`src/rtl/bus_pkg.sv`:
```
// Shared defaults and width helpers for the round-robin bus arbiter slice.
package bus_pkg;

  localparam int DEF_DATA_W = 8;
  localparam int DEF_N_CH   = 4;
  localparam int DEF_DEPTH  = 4;

  // Channel-index width; a 2-channel bus still needs one bit.
  function automatic int idx_w(input int n);
    return (n <= 2) ? 1 : $clog2(n);
  endfunction

  function automatic int cnt_w(input int depth);
    return $clog2(depth + 1);
  endfunction

endpackage

```
`src/rtl/bus_fifo.sv`:
```
// Show-ahead FIFO with occupancy count; storage is not reset, only control.
module bus_fifo
  import bus_pkg::*;
#(
  parameter int WIDTH = DEF_DATA_W,
  parameter int DEPTH = DEF_DEPTH,
  parameter int CNT_W = cnt_w(DEPTH)
) (
  input  logic             clk,
  input  logic             rst,
  input  logic             push,
  input  logic [WIDTH-1:0] wdata,
  input  logic             pop,
  output logic [WIDTH-1:0] rdata,
  output logic             full,
  output logic             empty,
  output logic [CNT_W-1:0] count
);

  localparam int PTR_W = $clog2(DEPTH);
  localparam logic [CNT_W-1:0] FULL_CNT = CNT_W'(DEPTH);

  logic [WIDTH-1:0] mem [DEPTH];
  logic [PTR_W-1:0] wr_ptr;
  logic [PTR_W-1:0] rd_ptr;
  logic             do_push;
  logic             do_pop;

  assign full    = (count == FULL_CNT);
  assign empty   = (count == '0);
  assign do_push = push && !full;
  assign do_pop  = pop && !empty;
  assign rdata   = mem[rd_ptr];

  // DEPTH is a power of two, so pointers wrap by natural overflow.
  always_ff @(posedge clk or posedge rst) begin
    if (rst) begin
      wr_ptr <= '0;
      rd_ptr <= '0;
      count  <= '0;
    end else begin
      if (do_push) wr_ptr <= wr_ptr + 1'b1;
      if (do_pop)  rd_ptr <= rd_ptr + 1'b1;
      case ({do_push, do_pop})
        2'b10:   count <= count + 1'b1;
        2'b01:   count <= count - 1'b1;
        default: count <= count;
      endcase
    end
  end

  always_ff @(posedge clk) begin
    if (do_push) mem[wr_ptr] <= wdata;
  end

endmodule

```
`src/rtl/bus_rr_arbiter.sv`:
```
// Round-robin N-channel arbiter feeding a show-ahead FIFO tagged with channel id.
module bus_rr_arbiter
  import bus_pkg::*;
#(
  parameter int DATA_W = DEF_DATA_W,
  parameter int N_CH   = DEF_N_CH,
  parameter int DEPTH  = DEF_DEPTH,
  localparam int CH_W  = idx_w(N_CH),
  localparam int CNT_W = cnt_w(DEPTH)
) (
  input  logic                   clk,
  input  logic                   rst,
  input  logic [N_CH-1:0]        in_valid,
  input  logic [N_CH*DATA_W-1:0] in_data,
  output logic [N_CH-1:0]        in_ready,
  output logic                   out_valid,
  output logic [DATA_W-1:0]      out_data,
  output logic [CH_W-1:0]        out_ch,
  input  logic                   out_ready,
  output logic [CNT_W-1:0]       count
);

  localparam logic [CH_W:0]   NCH_L   = (CH_W+1)'(N_CH);
  localparam logic [CH_W-1:0] LAST_RST = CH_W'(N_CH - 1);

  logic [CH_W-1:0]        last;
  logic [N_CH-1:0]        gnt_oh;
  logic [CH_W-1:0]        gnt_ch;
  logic                   gnt_any;
  logic [DATA_W-1:0]      sel_data;
  logic [CH_W:0]          sum;
  logic [CH_W-1:0]        cidx;
  logic                   fifo_full;
  logic                   fifo_empty;
  logic                   push;
  logic [CH_W+DATA_W-1:0] rdata;

  // Search from last+1 around the ring; first requester wins.
  always_comb begin
    gnt_oh   = '0;
    gnt_ch   = '0;
    gnt_any  = 1'b0;
    sel_data = '0;
    sum      = '0;
    cidx     = '0;
    for (int k = 1; k <= N_CH; k++) begin
      sum = {1'b0, last} + (CH_W+1)'(k);
      if (sum >= NCH_L) sum = sum - NCH_L;
      cidx = sum[CH_W-1:0];
      if (!gnt_any && in_valid[cidx]) begin
        gnt_any      = 1'b1;
        gnt_ch       = cidx;
        gnt_oh[cidx] = 1'b1;
      end
    end
    for (int j = 0; j < N_CH; j++) begin
      if (gnt_oh[j]) sel_data = in_data[j*DATA_W +: DATA_W];
    end
  end

  // No full-bypass: a same-cycle pop does not open a slot for a push.
  assign in_ready = (gnt_any && !fifo_full && !rst) ? gnt_oh : '0;
  assign push     = |in_ready;

  always_ff @(posedge clk or posedge rst) begin
    if (rst)       last <= LAST_RST;
    else if (push) last <= gnt_ch;
  end

  bus_fifo #(
    .WIDTH (CH_W + DATA_W),
    .DEPTH (DEPTH),
    .CNT_W (CNT_W)
  ) u_fifo (
    .clk   (clk),
    .rst   (rst),
    .push  (push),
    .wdata ({gnt_ch, sel_data}),
    .pop   (out_ready),
    .rdata (rdata),
    .full  (fifo_full),
    .empty (fifo_empty),
    .count (count)
  );

  assign out_valid = !fifo_empty;
  assign out_ch    = rdata[DATA_W +: CH_W];
  assign out_data  = rdata[DATA_W-1:0];

endmodule

```
`config.mk`:
```
export PLATFORM = sky130hd
export DESIGN_NAME = bus_rr_arbiter
export DESIGN_NICKNAME = d
export VERILOG_FILES = /design/src/rtl/bus_pkg.sv /design/src/rtl/bus_fifo.sv /design/src/rtl/bus_rr_arbiter.sv
export SDC_FILE = /design/constraint.sdc
export NUM_CORES = 1
export LEC_CHECK = 0
export ABC_AREA = 1
export BUFFER_PORTS_ARGS = -buffer_cell sky130_fd_sc_hd__buf_2
export CAP_MARGIN = 20
export CORE_ASPECT_RATIO = 1.4
export CORE_MARGIN = 2
export CORE_UTILIZATION = 28
export CTS_CLUSTER_SIZE = 40
export DETAILED_ROUTE_END_ITERATION = 16
export SLEW_MARGIN = 20
export SYNTH_ARGS = -nofsm -noshare
export SYNTH_HDL_FRONTEND = slang
export SYNTH_HIERARCHICAL = 1
export SYNTH_SLANG_ARGS = --single-unit
```
`constraint.sdc`:
```
create_clock -name clk -period 5.7 [get_ports clk]
set_input_delay 0.855 -clock clk [delete_from_list [all_inputs] [get_ports clk]]
set_output_delay 0.855 -clock clk [all_outputs]
set_load 0.005 [all_outputs]
```
==> flow_metrics.py, run 1 <==
metrics = {
    "route": {
        "wl_per_cell_um": 12.4,
        "via_count": 2384,
        "drc": 0,
        "ant_nets": 0,
        "dr.pass1.iters": 5,
        "avgViaCountPerCell": 4.39,
        "drtIter0Drc": 113,
        "detail_route.wirelength_um": 6750,
    },
    "logic_synthesis": {
        "ys_ff_latch": 49,
        "synthCells": 347,
        "syn_area_um2": 3140,
        "ys_seq_area_share_pct": 45.5,
        "yosys_warnings": 6,
        "syn_nets": 400,
        "synth.distinct_cells": 33,
        "syn_avg_cell_area_um2": 9.05,
    },
    "clock_tree": {
        "cts_sinks": 49,
        "clock-root-buffer": "clkbuf_16",
        "hold_buffers": 0,
        "clk_latency_ps": 290,
        "cts_setup_buffers": 0,
        "post_cts_resized": 0,
        "cts_tree": "yes",
        "clockBufferDepth": 2,
        "numCtsBuffers": 5,
        "h-tree-depth": 2,
        "clk_pin_slew_ps": 70,
    },
    "flow_run": {
        "max_cap_viol_count": 0,
    },
    "placement": {
        "pre_cts_ws_ps": 2120,
        "place_hpwl_um": 5370,
        "dp_cells": 535,
        "gp_congestion": 0.838,
        "portBuffers": 56,
    },
    "final_layout": {
        "stdcell_count": 543,
        "n_fill_cell": 1129,
        "area_growth_pct": 16.1,
        "register_area_um2": 1430,
        "nets": 454,
        "diodes": 0,
        "multi_input_area_um2": 1370,
        "post-route-util_pct": 33.6,
        "drive_gt1_share_pct": 27.9,
    },
    "critical_path": {
        "worst-setup-path-type": "register to register",
        "slowest_stage": "dfstp_2",
        "cp-end-kind": "register",
        "crit_path_start_kind": "register",
        "crit_required_ps": 5610,
        "worstPathCellList": "inv_8 > ha_1 > inv_1 > nand3_1 > nand2_1 > and2b_4 > nand3_2 > nand3_2 > nand2_2 > nand2_2 > inv_2 > nand2_2 > nand2_4 > nor2_1",
        "crit_path_frequent_cell": "nand2_2",
        "cp_slowest_stage_delay_ps": 710,
        "cp_max_fo": 17,
        "crit_arrival_ps": 3470,
    },
    "timing": {
        "holdWs_ps": 506,
        "tightestPinTransition_ps": 896,
        "post-route-period-util_pct": 62.4,
        "grt_setup_unrepaired": "no",
        "setup_tns_ps": 0,
        "setup_viol": 0,
        "slew_headroom_pct": 40.0,
        "final-hold-violation-count": 0,
        "drv_slew": 0,
        "fin_skew_ps": 6.71,
        "min_period_ps": 3560,
        "timing.final.ws_setup_ps": 2140,
        "fmax_ghz": 0.281,
    },
    "floorplan": {
        "fp.dieArea_um2": 12100,
        "core.rowCount": 45,
        "io_pins": 57,
        "die_y_um": 129,
        "die_w_um": 93.5,
        "core_area_um2": 10900,
        "start_util_pct": 28.9,
    },
    "global_route": {
        "grt_max_degree": 42,
        "grt-ovfl-total": 0,
        "grt_usage_pct": 11.9,
        "antenna_found_initial": 0,
        "grt_pass1_vias": 2418,
        "grt_pass1_wl_um": 11400,
    },
    "power": {
        "ir_drop_mv": 0.339,
        "p_per_area_nw_per_um2": 718,
        "cellLeakagePower_nw": 1.78,
    },
    "min_path": {
        "worstHoldPathType": "input pin to async pin",
    },
    "run_status": {
        "outcome": "completed",
    },
}
==> registers in the layout, summed over array words and instances, names as in the netlist <==
name / cells
u_fifo/count: 3
u_fifo/wr_ptr: 2
u_fifo/mem: 40
u_fifo/rd_ptr: 2
last: 2
==> per-layer routing <==
metal  vias to the layer above  routed length [um]  global-route usage [%]
met5                         -                   0                       0
met4                         0                 196                    5.62
met3                        15                 193                    1.74
met2                        59                3490                    21.5
met1                      1076                2870                    13.7
li1                       1234                   -                       -
==> Yosys cell counts <==
| cell | instances | area [um^2] |
|---|---|---|
| a21boi_0 | 3 | 22.5 |
| a21boi_2 | 1 | 11.3 |
| a21oi_1 | 16 | 80.1 |
| a21oi_2 | 2 | 17.5 |
| a21oi_4 | 1 | 16.3 |
| and2b_4 | 1 | 10.0 |
| buf_2 | 1 | 5.00 |
| buf_4 | 2 | 15.0 |
| buf_6 | 4 | 45.0 |
| clkbuf_8 | 2 | 27.5 |
| dfrtp_1 | 7 | 175 |
| dfstp_2 | 2 | 52.6 |
| edfxtp_1 | 40 | 1200 |
| fa_1 | 1 | 20.0 |
| ha_1 | 13 | 163 |
| inv_1 | 57 | 214 |
| inv_2 | 5 | 18.8 |
| inv_8 | 1 | 11.3 |
| nand2_1 | 105 | 394 |
| nand2_2 | 11 | 68.8 |
| nand2_4 | 5 | 56.3 |
| nand3_1 | 17 | 85.1 |
| nand3_2 | 8 | 80.1 |
| nand3_4 | 4 | 70.1 |
| nand4_1 | 2 | 12.5 |
| nor2_1 | 8 | 30.0 |
| nor2_4 | 2 | 22.5 |
| nor3_1 | 2 | 10.0 |
| o211ai_1 | 14 | 105 |
| o211ai_2 | 6 | 75.1 |
| o21ai_0 | 2 | 10.0 |
| o21ai_1 | 1 | 5.00 |
| xnor2_1 | 1 | 8.76 |
==> stage by stage <==
step                power [mW]  instance area, um^2
floorplan                 1.99                 3140
global placement          2.32                 3500
detailed placement        2.36                 3500
CTS                       2.65                 3650
global route              2.88                 3650
finish                    2.62                 3650
==> layout by cell type (no fill, tap or decap), types with 2 or more instances in the layout <==
cell       Yosys  layout
nand2_1      105     105
inv_1         57      57
buf_2          1      56
edfxtp_1      40      40
nand3_1       17      17
a21oi_1       16      16
o211ai_1      14      14
ha_1          13      13
nand2_2       11      11
nand3_2        8       8
nor2_1         8       8
dfrtp_1        7       7
o211ai_2       6       6
nand2_4        5       5
inv_2          5       5
clkbuf_16      0       5
nand3_4        4       4
a21boi_0       3       3
nor3_1         2       2
nor2_4         2       2
a21oi_2        2       2
o21ai_0        2       2
nand4_1        2       2
dfstp_2        2       2
==> cell type report <==
cell class              instances  share of cell area [%]
clock buffers                   5                    3.43
clock inverters                 3                   0.480
inverters                      63                    6.69
multi-input cells             226                    37.7
flip-flops and latches         49                    39.2
well taps                     141                    4.84
repair buffers                 56                    7.69
==> kinds of logic after synthesis <==
kind of cell / Yosys count / synth area share [%]
simple gates: 165 / 26.7
compound gates: 46 / 10.9
fa+ha+maj: 14 / 5.82
buf+inv: 72 / 10.7
flops: 49 / 45.5
xor+xnor: 1 / 0.279
==> final timing paths <==
check	from	endpoint	slack, ps	depth (start not counted)
worst min-delay path	rst	u_fifo/count[1]$_DFFE_PP0P_	510	2
max in group asynchronous	rst	u_fifo/wr_ptr[1]$_DFFE_PP0P_	4970	2
worst min register to register	u_fifo/count[0]$_DFFE_PP0P_	u_fifo/count[0]$_DFFE_PP0P_	510	1
min in group clk	u_fifo/count[0]$_DFFE_PP0P_	u_fifo/count[0]$_DFFE_PP0P_	510	1
worst max register to register	last[0]$_DFFE_PP1P_	u_fifo/mem[1][2]$_DFFE_PP_	2140	14
worst max-delay path	last[0]$_DFFE_PP1P_	u_fifo/mem[1][2]$_DFFE_PP_	2140	14
==> power breakdown <==
part | internal (mW) | switching, mW
Combinational | 0.493 | 1.03
Sequential | 0.722 | 0.0894
Clock | 0.161 | 0.122
Total | 1.38 | 1.24
==> critical path, delay by kind of cell, from the launching register on <==
family / cells / cell delay, ps
simple gates: 10 / 1860
flops: 1 / 710
fa+ha+maj: 1 / 370
buf+inv: 3 / 240
Note: power is estimated with default switching activity, not from simulation.
==> run 2: changes to the inputs <==
clock period = 2.9 ns   (was 5.7 ns; I/O delays follow)
==> flow_metrics.py, run 2 (synthesis results as in run 1) <==
metrics = {
    "timing": {
        "grt_setup_unrepaired": "yes",
        "timing.final.ws_setup_ps": 116,
        "final-hold-violation-count": 0,
        "setup_tns_ps": 0,
        "fin_skew_ps": 4.38,
        "drv_slew": 0,
        "setup_viol": 0,
        "tightestPinTransition_ps": 659,
        "fmax_ghz": 0.359,
        "post-route-period-util_pct": 96.0,
        "min_period_ps": 2780,
        "slew_headroom_pct": 56.0,
    },
    "final_layout": {
        "top_regs": "u_fifo/mem x40, u_fifo/count x3",
        "layout_common_cells": "nand2_1, buf_2, inv_1",
        "post-route-util_pct": 35.4,
        "final_common_cell": "nand2_1",
        "largest_register_ffs": 40,
        "nets": 472,
        "diodes": 0,
        "area_growth_pct": 22.6,
        "stdcell_count": 561,
        "regMostFlops": "u_fifo/mem",
        "fin_area_um2": 3850,
        "drive_gt1_share_pct": 32.9,
    },
    "power": {
        "power.switching_mw": 2.57,
        "intPower_mw": 3.02,
        "ir_drop_mv": 0.633,
        "cellLeakagePower_nw": 1.87,
        "comb_power_share_pct": 62.7,
        "seq_power_share_pct": 27.4,
        "switching_share_pct": 45.9,
        "p_per_area_nw_per_um2": 1450,
        "clkPwrFrac_pct": 9.9,
    },
    "route": {
        "ant_nets": 0,
        "dr.pass1.iters": 5,
        "detail_route.wirelength_um": 6980,
        "drtIter0Drc": 100,
        "via_count": 2452,
        "avgViaCountPerCell": 4.37,
        "wl_per_cell_um": 12.4,
        "drc": 0,
    },
    "clock_tree": {
        "numCtsBuffers": 5,
        "hold_buffers": 0,
        "cts_sinks": 49,
        "h-tree-depth": 2,
        "clk_pin_slew_ps": 60,
        "cts_tree": "yes",
        "clockBufferDepth": 2,
        "clock-root-buffer": "clkbuf_16",
        "clk_latency_ps": 290,
    },
    "global_route": {
        "antenna_found_initial": 0,
        "grt_max_degree": 42,
        "grt_usage_pct": 11.9,
        "grt_pass1_wl_um": 11100,
        "grt_pass1_vias": 2405,
        "grt-ovfl-total": 0,
    },
    "floorplan": {
        "fp.dieArea_um2": 12100,
        "start_util_pct": 28.9,
        "core.rowCount": 45,
        "core_area_um2": 10900,
        "die_y_um": 129,
        "io_pins": 57,
        "die_w_um": 93.5,
    },
    "placement": {
        "pre_cts_ws_ps": -18.3,
        "place_area_um2": 3630,
        "dp_cells": 549,
        "place_hpwl_um": 5460,
        "portBuffers": 56,
        "gp_congestion": 0.875,
    },
    "critical_path": {
        "crit_required_ps": 3080,
        "worst-setup-path-type": "register to register",
        "cp_max_fo": 10,
        "crit_path_start_kind": "register",
        "crit_arrival_ps": 2970,
        "cp-end-kind": "register",
    },
    "min_path": {
        "worstHoldPathType": "input pin to async pin",
    },
    "flow_run": {
        "max_cap_viol_count": 0,
    },
    "run_status": {
        "outcome": "completed",
    },
}
## run 2: cell types whose count changed in the layout (fill, tap and decap cells not counted), moves of 2 or more
| cell | previous run | this run |
|---|---|---|
| inv_2 | 5 | 7 |
| buf_4 | 0 | 16 |
| clkbuf_1 | 0 | 2 |
| buf_6 | 0 | 2 |
| ha_1 | 13 | 11 |
| ha_4 | 0 | 2 |
| inv_1 | 57 | 54 |
## run 2: layer usage
| metal | vias to the layer above | share of wire [%] | track usage (%) |
|---|---|---|---|
| met5 | - | 0 | 0 |
| met4 | 0 | 2.3 | 5.28 |
| met3 | 9 | 3.1 | 2.09 |
| met2 | 46 | 54 | 22.1 |
| met1 | 1133 | 40 | 13.0 |
| li1 | 1264 | - | - |
## run 2: area by class of cell
type | instances | area (um^2)
repair buffers | 74 | 423
clock buffers | 7 | 133
flip-flops and latches | 49 | 1430
inverters | 63 | 246
multi-input cells | 226 | 1430
well taps | 141 | 176
clock inverters | 1 | 7.51
fillers | 1101 | 7020
## run 2: through the flow
| step | total power [mW] | hold WS (ps) |
|---|---|---|
| 3_5_place_dp | 4.89 | 404 |
| 6_report | 5.59 | 84.4 |
| 3_3_place_gp | 4.79 | 401 |
| 2_1_floorplan | 3.96 | 238 |
| 5_1_grt | 6.11 | 111 |
| 4_1_cts | 5.49 | 95.0 |
## run 2: what timing repair did
item | CTS | global route
resized for setup | 3 | 8
pin swaps | 1 | 7
setup buffers | 1 | 3
endpoints found under the setup margin | 2 | 4
gates cloned | 0 | 0
## run 2: worst paths after layout
| kind | depth (start not counted) | slack (ps) | to | start |
|---|---|---|---|---|
| max in group asynchronous | 2 | 2600 | u_fifo/wr_ptr[1]$_DFFE_PP0P_ | rst |
| max | 19 | 120 | u_fifo/count[2]$_DFFE_PP0P_ | last[0]$_DFFE_PP1P_ |
| min reg2reg | 1 | 510 | u_fifo/count[0]$_DFFE_PP0P_ | u_fifo/count[0]$_DFFE_PP0P_ |
| min | 2 | 80 | u_fifo/count[2]$_DFFE_PP0P_ | rst |
| max reg2reg | 19 | 120 | u_fifo/count[2]$_DFFE_PP0P_ | last[0]$_DFFE_PP1P_ |
| min in group clk | 3 | 420 | u_fifo/rd_ptr[0]$_DFFE_PP0P_ | out_ready |
## run 2: power by group through the flow
stage          Combinational [mW]  Clock [mW]  Sequential (mW)
2_1_floorplan                2.43           0             1.53
5_1_grt                      3.95       0.597             1.56
4_1_cts                      3.39       0.566             1.54
3_5_place_dp                 3.34           0             1.55
6_report                     3.51       0.554             1.53
3_3_place_gp                 3.25           0             1.53
## run 2: critical path, cell delays in order (launching register included)
cell and delay, ps:
dfstp_2 580, inv_8 70, ha_4 300, nand3_4 110, nand2_4 110, nor2_4 70, a21oi_2 140, nand3_2 100
nand2_2 80, nand2_2 70, inv_2 60, nand2_4 60, nand2_4 90, ha_4 140, inv_2 40, fa_2 350
nand2_1 100, nand3_1 80, nand2_1 60, nand2_1 40
